==> src/rtl/dvp_tx_pkg.sv <==
// dvp_tx_pkg: shared types and constants for the DVP transmitter.
//   dvp_state_e : frame sequencing phases (also exported as the timing phase)
//   HI_FIRST    : byte order on the DVP bus; 1 = RGB565 high byte first
package dvp_tx_pkg;

    typedef enum logic [2:0] {
        ST_IDLE,
        ST_VSYNC,
        ST_V_BACK,
        ST_ACTIVE,
        ST_V_FRONT
    } dvp_state_e;

    localparam bit HI_FIRST = 1'b1;

    function automatic int max4(input int a, input int b, input int c, input int d);
        int m;
        m = a;
        if (b > m) m = b;
        if (c > m) m = c;
        if (d > m) m = d;
        return m;
    endfunction

endpackage

==> src/rtl/dvp_timing_gen.sv <==
// dvp_timing_gen: line/frame counters and the frame sequencing FSM.
//   sys_clk, sys_rst : clock, async active-high reset
//   enable           : start/continue frames, looked at only at frame boundaries
//   phase            : current FSM state
//   h_cnt            : position inside the current line, 0..H_TOTAL-1
//   vsync            : registered frame sync
//   frame_done       : registered one-cycle pulse on the last clock of the frame
//   slot             : pixel slot strobe, high the cycle before each high-byte cycle
//
// state      | meaning
// ST_IDLE    | waiting for enable, counters held at 0
// ST_VSYNC   | VSYNC_LINES line periods with vsync high
// ST_V_BACK  | V_BACK blank line periods
// ST_ACTIVE  | V_ACTIVE lines, href during the first 2*H_ACTIVE clocks of each
// ST_V_FRONT | V_FRONT blank line periods, frame_done on the final clock
module dvp_timing_gen
    import dvp_tx_pkg::*;
#(
    parameter int H_ACTIVE    = 640,
    parameter int V_ACTIVE    = 480,
    parameter int H_BLANK     = 64,
    parameter int VSYNC_LINES = 4,
    parameter int V_BACK      = 8,
    parameter int V_FRONT     = 8,
    parameter int H_TOTAL     = 2 * H_ACTIVE + H_BLANK,
    parameter int H_W         = $clog2(H_TOTAL)
) (
    input  logic           sys_clk,
    input  logic           sys_rst,
    input  logic           enable,
    output dvp_state_e     phase,
    output logic [H_W-1:0] h_cnt,
    output logic           vsync,
    output logic           frame_done,
    output logic           slot
);

    localparam int V_W = $clog2(max4(VSYNC_LINES, V_BACK, V_ACTIVE, V_FRONT) + 1);
    localparam logic [H_W-1:0] H_LAST = H_W'(H_TOTAL - 1);
    // Phase whose final clock ends the frame (V_FRONT may be configured away).
    localparam dvp_state_e LAST_PHASE = (V_FRONT > 0) ? ST_V_FRONT : ST_ACTIVE;

    dvp_state_e     state_q, state_d;
    logic [H_W-1:0] h_cnt_q, h_cnt_d;
    logic [V_W-1:0] v_cnt_q, v_cnt_d;
    logic           vsync_q, vsync_d;
    logic           frame_done_q, frame_done_d;
    logic           line_end, phase_end;

    function automatic logic last_line(input dvp_state_e s, input logic [V_W-1:0] v);
        case (s)
            ST_VSYNC:   return int'(v) == VSYNC_LINES - 1;
            ST_V_BACK:  return int'(v) == V_BACK - 1;
            ST_ACTIVE:  return int'(v) == V_ACTIVE - 1;
            ST_V_FRONT: return int'(v) == V_FRONT - 1;
            default:    return 1'b0;
        endcase
    endfunction

    always_comb begin
        state_d   = state_q;
        h_cnt_d   = h_cnt_q;
        v_cnt_d   = v_cnt_q;
        line_end  = (h_cnt_q == H_LAST);
        phase_end = line_end && last_line(state_q, v_cnt_q);

        if (state_q != ST_IDLE) begin
            h_cnt_d = line_end ? '0 : h_cnt_q + H_W'(1);
            if (line_end) v_cnt_d = phase_end ? '0 : v_cnt_q + V_W'(1);
        end

        case (state_q)
            ST_IDLE:    if (enable) state_d = ST_VSYNC;
            ST_VSYNC:   if (phase_end) state_d = (V_BACK > 0) ? ST_V_BACK : ST_ACTIVE;
            ST_V_BACK:  if (phase_end) state_d = ST_ACTIVE;
            ST_ACTIVE:  if (phase_end) state_d = (V_FRONT > 0) ? ST_V_FRONT :
                                                 (enable ? ST_VSYNC : ST_IDLE);
            ST_V_FRONT: if (phase_end) state_d = enable ? ST_VSYNC : ST_IDLE;
            default:    state_d = ST_IDLE;
        endcase

        // Outputs are registered from next-state values so they line up with state_q.
        vsync_d      = (state_d == ST_VSYNC);
        frame_done_d = (state_d == LAST_PHASE) && (h_cnt_d == H_LAST) &&
                       last_line(state_d, v_cnt_d);
    end

    always_ff @(posedge sys_clk or posedge sys_rst) begin
        if (sys_rst) begin
            state_q      <= ST_IDLE;
            h_cnt_q      <= '0;
            v_cnt_q      <= '0;
            vsync_q      <= 1'b0;
            frame_done_q <= 1'b0;
        end else begin
            state_q      <= state_d;
            h_cnt_q      <= h_cnt_d;
            v_cnt_q      <= v_cnt_d;
            vsync_q      <= vsync_d;
            frame_done_q <= frame_done_d;
        end
    end

    // Look-ahead: a slot opens when the next cycle is an even (high-byte) href position.
    assign slot       = (state_d == ST_ACTIVE) && (int'(h_cnt_d) < 2 * H_ACTIVE) && !h_cnt_d[0];
    assign phase      = state_q;
    assign h_cnt      = h_cnt_q;
    assign vsync      = vsync_q;
    assign frame_done = frame_done_q;

endmodule

==> src/rtl/dvp_tx.sv <==
// dvp_tx: DVP (OV5640-style) transmitter, RGB565 stream in, vsync/href/8-bit out.
//   sys_clk, sys_rst : clock (forwarded as PCLK outside), async active-high reset
//   enable           : start/continue frames, looked at only at frame boundaries
//   pix_valid/ready  : pixel stream handshake, pix_data is RGB565
//   dvp_vsync        : frame sync, dvp_href: line valid, dvp_data: byte bus
//   frame_done       : one-cycle pulse on the last clock of V_FRONT
//   underflow        : sticky, a pixel slot found pix_valid low
module dvp_tx
    import dvp_tx_pkg::*;
#(
    parameter int H_ACTIVE    = 640,
    parameter int V_ACTIVE    = 480,
    parameter int H_BLANK     = 64,
    parameter int VSYNC_LINES = 4,
    parameter int V_BACK      = 8,
    parameter int V_FRONT     = 8
) (
    input  logic        sys_clk,
    input  logic        sys_rst,
    input  logic        enable,
    input  logic        pix_valid,
    input  logic [15:0] pix_data,
    output logic        pix_ready,
    output logic        dvp_vsync,
    output logic        dvp_href,
    output logic [7:0]  dvp_data,
    output logic        frame_done,
    output logic        underflow
);

    localparam int H_TOTAL = 2 * H_ACTIVE + H_BLANK;
    localparam int H_W     = $clog2(H_TOTAL);

    dvp_state_e     phase;
    logic [H_W-1:0] h_cnt;
    logic           slot;
    logic [15:0]    pix_q, pix_d;
    logic           underflow_q, underflow_d;
    logic           first_byte;

    dvp_timing_gen #(
        .H_ACTIVE    (H_ACTIVE),
        .V_ACTIVE    (V_ACTIVE),
        .H_BLANK     (H_BLANK),
        .VSYNC_LINES (VSYNC_LINES),
        .V_BACK      (V_BACK),
        .V_FRONT     (V_FRONT),
        .H_TOTAL     (H_TOTAL),
        .H_W         (H_W)
    ) u_timing (
        .sys_clk    (sys_clk),
        .sys_rst    (sys_rst),
        .enable     (enable),
        .phase      (phase),
        .h_cnt      (h_cnt),
        .vsync      (dvp_vsync),
        .frame_done (frame_done),
        .slot       (slot)
    );

    always_comb begin
        pix_d       = pix_q;
        underflow_d = underflow_q;
        if (slot) begin
            // A missing pixel is sent as black; line timing never waits for upstream.
            pix_d = pix_valid ? pix_data : 16'h0000;
            if (!pix_valid) underflow_d = 1'b1;
        end
    end

    always_ff @(posedge sys_clk or posedge sys_rst) begin
        if (sys_rst) begin
            pix_q       <= '0;
            underflow_q <= 1'b0;
        end else begin
            pix_q       <= pix_d;
            underflow_q <= underflow_d;
        end
    end

    assign dvp_href   = (phase == ST_ACTIVE) && (int'(h_cnt) < 2 * H_ACTIVE);
    assign first_byte = ~h_cnt[0];

    always_comb begin
        dvp_data = 8'h00;
        if (dvp_href) dvp_data = (first_byte == HI_FIRST) ? pix_q[15:8] : pix_q[7:0];
    end

    assign pix_ready = slot;
    assign underflow = underflow_q;

endmodule

==> config.mk <==
export PLATFORM = sky130hd
export DESIGN_NAME = dvp_tx
export DESIGN_NICKNAME = d
export VERILOG_FILES = /design/src/rtl/dvp_tx_pkg.sv /design/src/rtl/dvp_timing_gen.sv /design/src/rtl/dvp_tx.sv
export SDC_FILE = /design/constraint.sdc
export NUM_CORES = 1
export LEC_CHECK = 0
export BUFFER_PORTS_ARGS = -buffer_cell sky130_fd_sc_hd__buf_4
export CAP_MARGIN = 15
export CORE_ASPECT_RATIO = 0.9
export CORE_MARGIN = 3
export CORE_UTILIZATION = 40
export CTS_BUF_LIST = sky130_fd_sc_hd__clkbuf_2 sky130_fd_sc_hd__clkbuf_4 sky130_fd_sc_hd__clkbuf_8
export DETAILED_ROUTE_END_ITERATION = 16
export PLACE_DENSITY_LB_ADDON = 0.25
export RECOVER_POWER = 100
export SLEW_MARGIN = 5
export SYNTH_ARGS = -nofsm -noshare
export SYNTH_HDL_FRONTEND = slang
export SYNTH_SLANG_ARGS = --single-unit
==> constraint.sdc <==
create_clock -name sys_clk -period 3.2 [get_ports sys_clk]
set_input_delay 0.16 -clock sys_clk [delete_from_list [all_inputs] [get_ports sys_clk]]
set_output_delay 0.16 -clock sys_clk [all_outputs]
set_load 0.01 [all_outputs]
==> metrics.yaml <==
layout:
  area_delta_synth_final_pct: 15.4
  fillers: 554
  nNetsFinal: 323
  drive_above_1_share_pct: 13.6
  final_cells: 372
  fin_area_mm2: 0.00284
  insertedDiodeCount: 0
  fin_util_pct: 48.8
worst_setup_path:
  crit_path_start_kind: "flop"
  slowest_stage: "or4_1"
  rrSetupSlack_ns: 0.26
  max_stage_delay_ns: 0.68
  critPathKind: "flop to flop"
  worstSetupStartpoint: "u_timing.h_cnt[6]$_DFF_PP0_"
  worstPathRequired_ns: 3.44
  cp_data_arrival_time_ns: 3.18
  r2r-start: "u_timing.h_cnt[6]$_DFF_PP0_"
  reg2reg_depth: 6
  crit_path_max_fanout: 8
  cp-endpoint: "u_timing.frame_done$_DFF_PP0_"
  cp_cell_sequence: "or4b_1 -> or4_1 -> nor3_1 -> nand3_1 -> a2111oi_2 -> and4_1"
  rr_endpoint: "u_timing.frame_done$_DFF_PP0_"
  cp-end-kind: "flop"
flow_run:
  cap_violations: 1
clock_network:
  worstSkewPairLatency_ns: 0.30
  cts_buffers: 5
  cts.sinks: 42
  h-tree-depth: 2
  cts_root_buf: "clkbuf_8"
  cts.path.max_buffers: 2
  clk_transition_reported_paths_ns: 0.08
  cts_tree: "yes"
  cts_setup_buffers: 0
grt:
  grt_usage_pct: 16.6
  grt.overflow.total: 0
  grt_pass1_wl_mm: 9.21
  grt_start_max_net_pins: 43
  antenna_found_initial: 0
  first_global_vias: 1898
power:
  p_per_area_mw_per_mm2: 466
  vdd_drop_max_uv: 201
  power.leakage_nw: 1.39
  sw_frac_of_total_pct: 29.4
  power_mw: 1.32
  p_int_uw: 934
  power_switching_uw: 390
  p_seq_share_pct: 49.8
  clkPwrFrac_pct: 32.5
  combPwrFrac_pct: 17.7
timing:
  rsz0062_at_grt: "no"
  worst_pin_slew_ns: 2.19
  period_minus_slack_ns: 2.94
  setup_viol: 0
  maxSlewViolCount: 43
  whs_ns: 0.105
  fmax_mhz: 340
  fin_skew_ns: 0.00638
  finalHoldViolCount: 0
  worst_slack_ns: 0.262
  relSlewSlack_pct: -45.7
  post-route-period-util_pct: 91.8
  fin_tns_setup_ns: 0
routing:
  vias_per_cell: 5.42
  routedWlPerCell_um: 14.5
  num_vias: 2016
  post-route-drc-count: 0
  drt_pass1_iterations: 4
  ant_nets: 0
  drt-total-wl_mm: 5.38
  drt_iter0_drc: 86
synthesis:
  async_reset_ff_share_pct: 100
  synth.top_cells.by_count: "42 x dfrtp_1, 31 x nand2_1, 25 x mux2i_1"
  yosysMostFrequentCell: "dfrtp_1"
  synth_flop_cell: "dfrtp_1"
  synth.avg_cell_area_um2: 9.15
  syn-num-nets: 291
  synth-edff-count: 0
  synth_cell_types: 51
  synthesis.area_mm2: 0.00246
  yosys_register_bits: 42
  synth_top_area_share_pct: 42.7
  synth_warnings: 0
  ys_top_cells_by_area: "dfrtp_1 43%, mux2i_1 10%, nand2_1 4.7%"
  synth_cells: 269
  synth_top_area_cell: "dfrtp_1"
  yosysSeqAreaShare_pct: 42.7
min_path:
  holdPathStages: 3
  hold_path_class: "primary input to flop"
floorplan:
  dieWidth_um: 88.7
  rows: 26
  coreArea_mm2: 0.00582
  dieArea_mm2: 0.00713
  initial_core_util_pct: 42.3
  die_h_um: 80.4
  ios: 33
placement:
  routabilityCongestion: 0.901
  hpwl_mm: 3.96
  placed_cell_area_mm2: 0.00278
  dpl.cell_count: 363
  dp_slack_ns: 0.425
  portBuffers: 32
outcome:
  violations: "capacitance limit, slew limit"
  status: "complete, but fails checks"
## sequential cells by signal, summed over array words and instances (netlist names)
| name | flops |
|---|---|
| u_timing.frame_done | 1 |
| underflow | 1 |
| u_timing.h_cnt | 11 |
| u_timing.v_cnt_q | 9 |
| u_timing.vsync | 1 |
| pix_q | 16 |
| u_timing.phase | 3 |
## placed cells by master, fill, tap and decap left out, drive strengths merged, types with 3 or more instances in the layout
cell type,synthesis,routed
dfrtp,42,42
nand2,31,31
mux2i,25,25
buf,5,24
nor2,23,23
inv,23,22
clkbuf,11,22
nand3,14,14
nor4,8,8
xnor2,8,8
nor3,8,8
o21ai,7,7
and3,5,5
xor2,5,5
or3,5,5
o211ai,4,4
a21oi,3,3
nand4,3,3
a21o,3,3
o31ai,3,3
## area by class of cell
type                    instances  area (µm²)  area share (%)
clock buffers                   6        76.3            2.68
flip-flops and latches         42        1050            37.0
multi-input cells             188        1240            43.5
inverters                      23        86.3            3.04
clock inverters                 2        37.5            1.32
well taps                      70        87.6            3.08
repair buffers                 41         267            9.38
## how the worst min path moves through the flow
stage	startpoint	end	slack [ns]
floorplan	pix_data[0]	pix_q[0]$_DFFE_PP0P_	0.30
global placement	sys_rst	pix_q[13]$_DFFE_PP0P_	0.33
detailed placement	sys_rst	pix_q[13]$_DFFE_PP0P_	0.33
CTS	pix_data[7]	pix_q[7]$_DFFE_PP0P_	0.1
global route	pix_data[7]	pix_q[7]$_DFFE_PP0P_	0.10
finish	pix_data[7]	pix_q[7]$_DFFE_PP0P_	0.11
## logic make-up after synthesis
kind of cell             synth area share, %
AO/OA/AOI/OAI                           11.1
buffers and inverters                   6.91
adder cells (fa/ha/maj)                 1.02
AND/OR/NAND/NOR                         23.1
XOR/XNOR                                4.62
flip-flops                              42.7
multiplexers                            10.6
## worst max-delay path, delay by kind of cell (launching register included)
kind	cells	cell delay [ns]
flops	1	0.45
compound gates	1	0.36
simple gates	5	2.06
## power by group through the flow
stage	Clock [mW]	Combinational, mW	Sequential (mW)
after floorplan	0	0.210	0.627
after CTS	0.440	0.241	0.657
after detailed placement	0	0.239	0.666
after global placement	0	0.236	0.665
after global routing	0.467	0.265	0.669
final	0.430	0.235	0.659
## layer usage
| layer | track usage, % | wire [µm] |
|---|---|---|
| met1 | 25.1 | 2710 |
| met2 | 23.4 | 2360 |
| met3 | 3.18 | 235 |
| met4 | 5.74 | 71 |
| met5 | 0 | 0 |
## repair_timing
action	in CTS	in global routing
hold buffers	1	0
endpoints found under the setup margin	0	1
endpoints found under the hold margin	10	0
gates resized for setup	0	2
No activity file was read; power rests on OpenSTA's default activity.
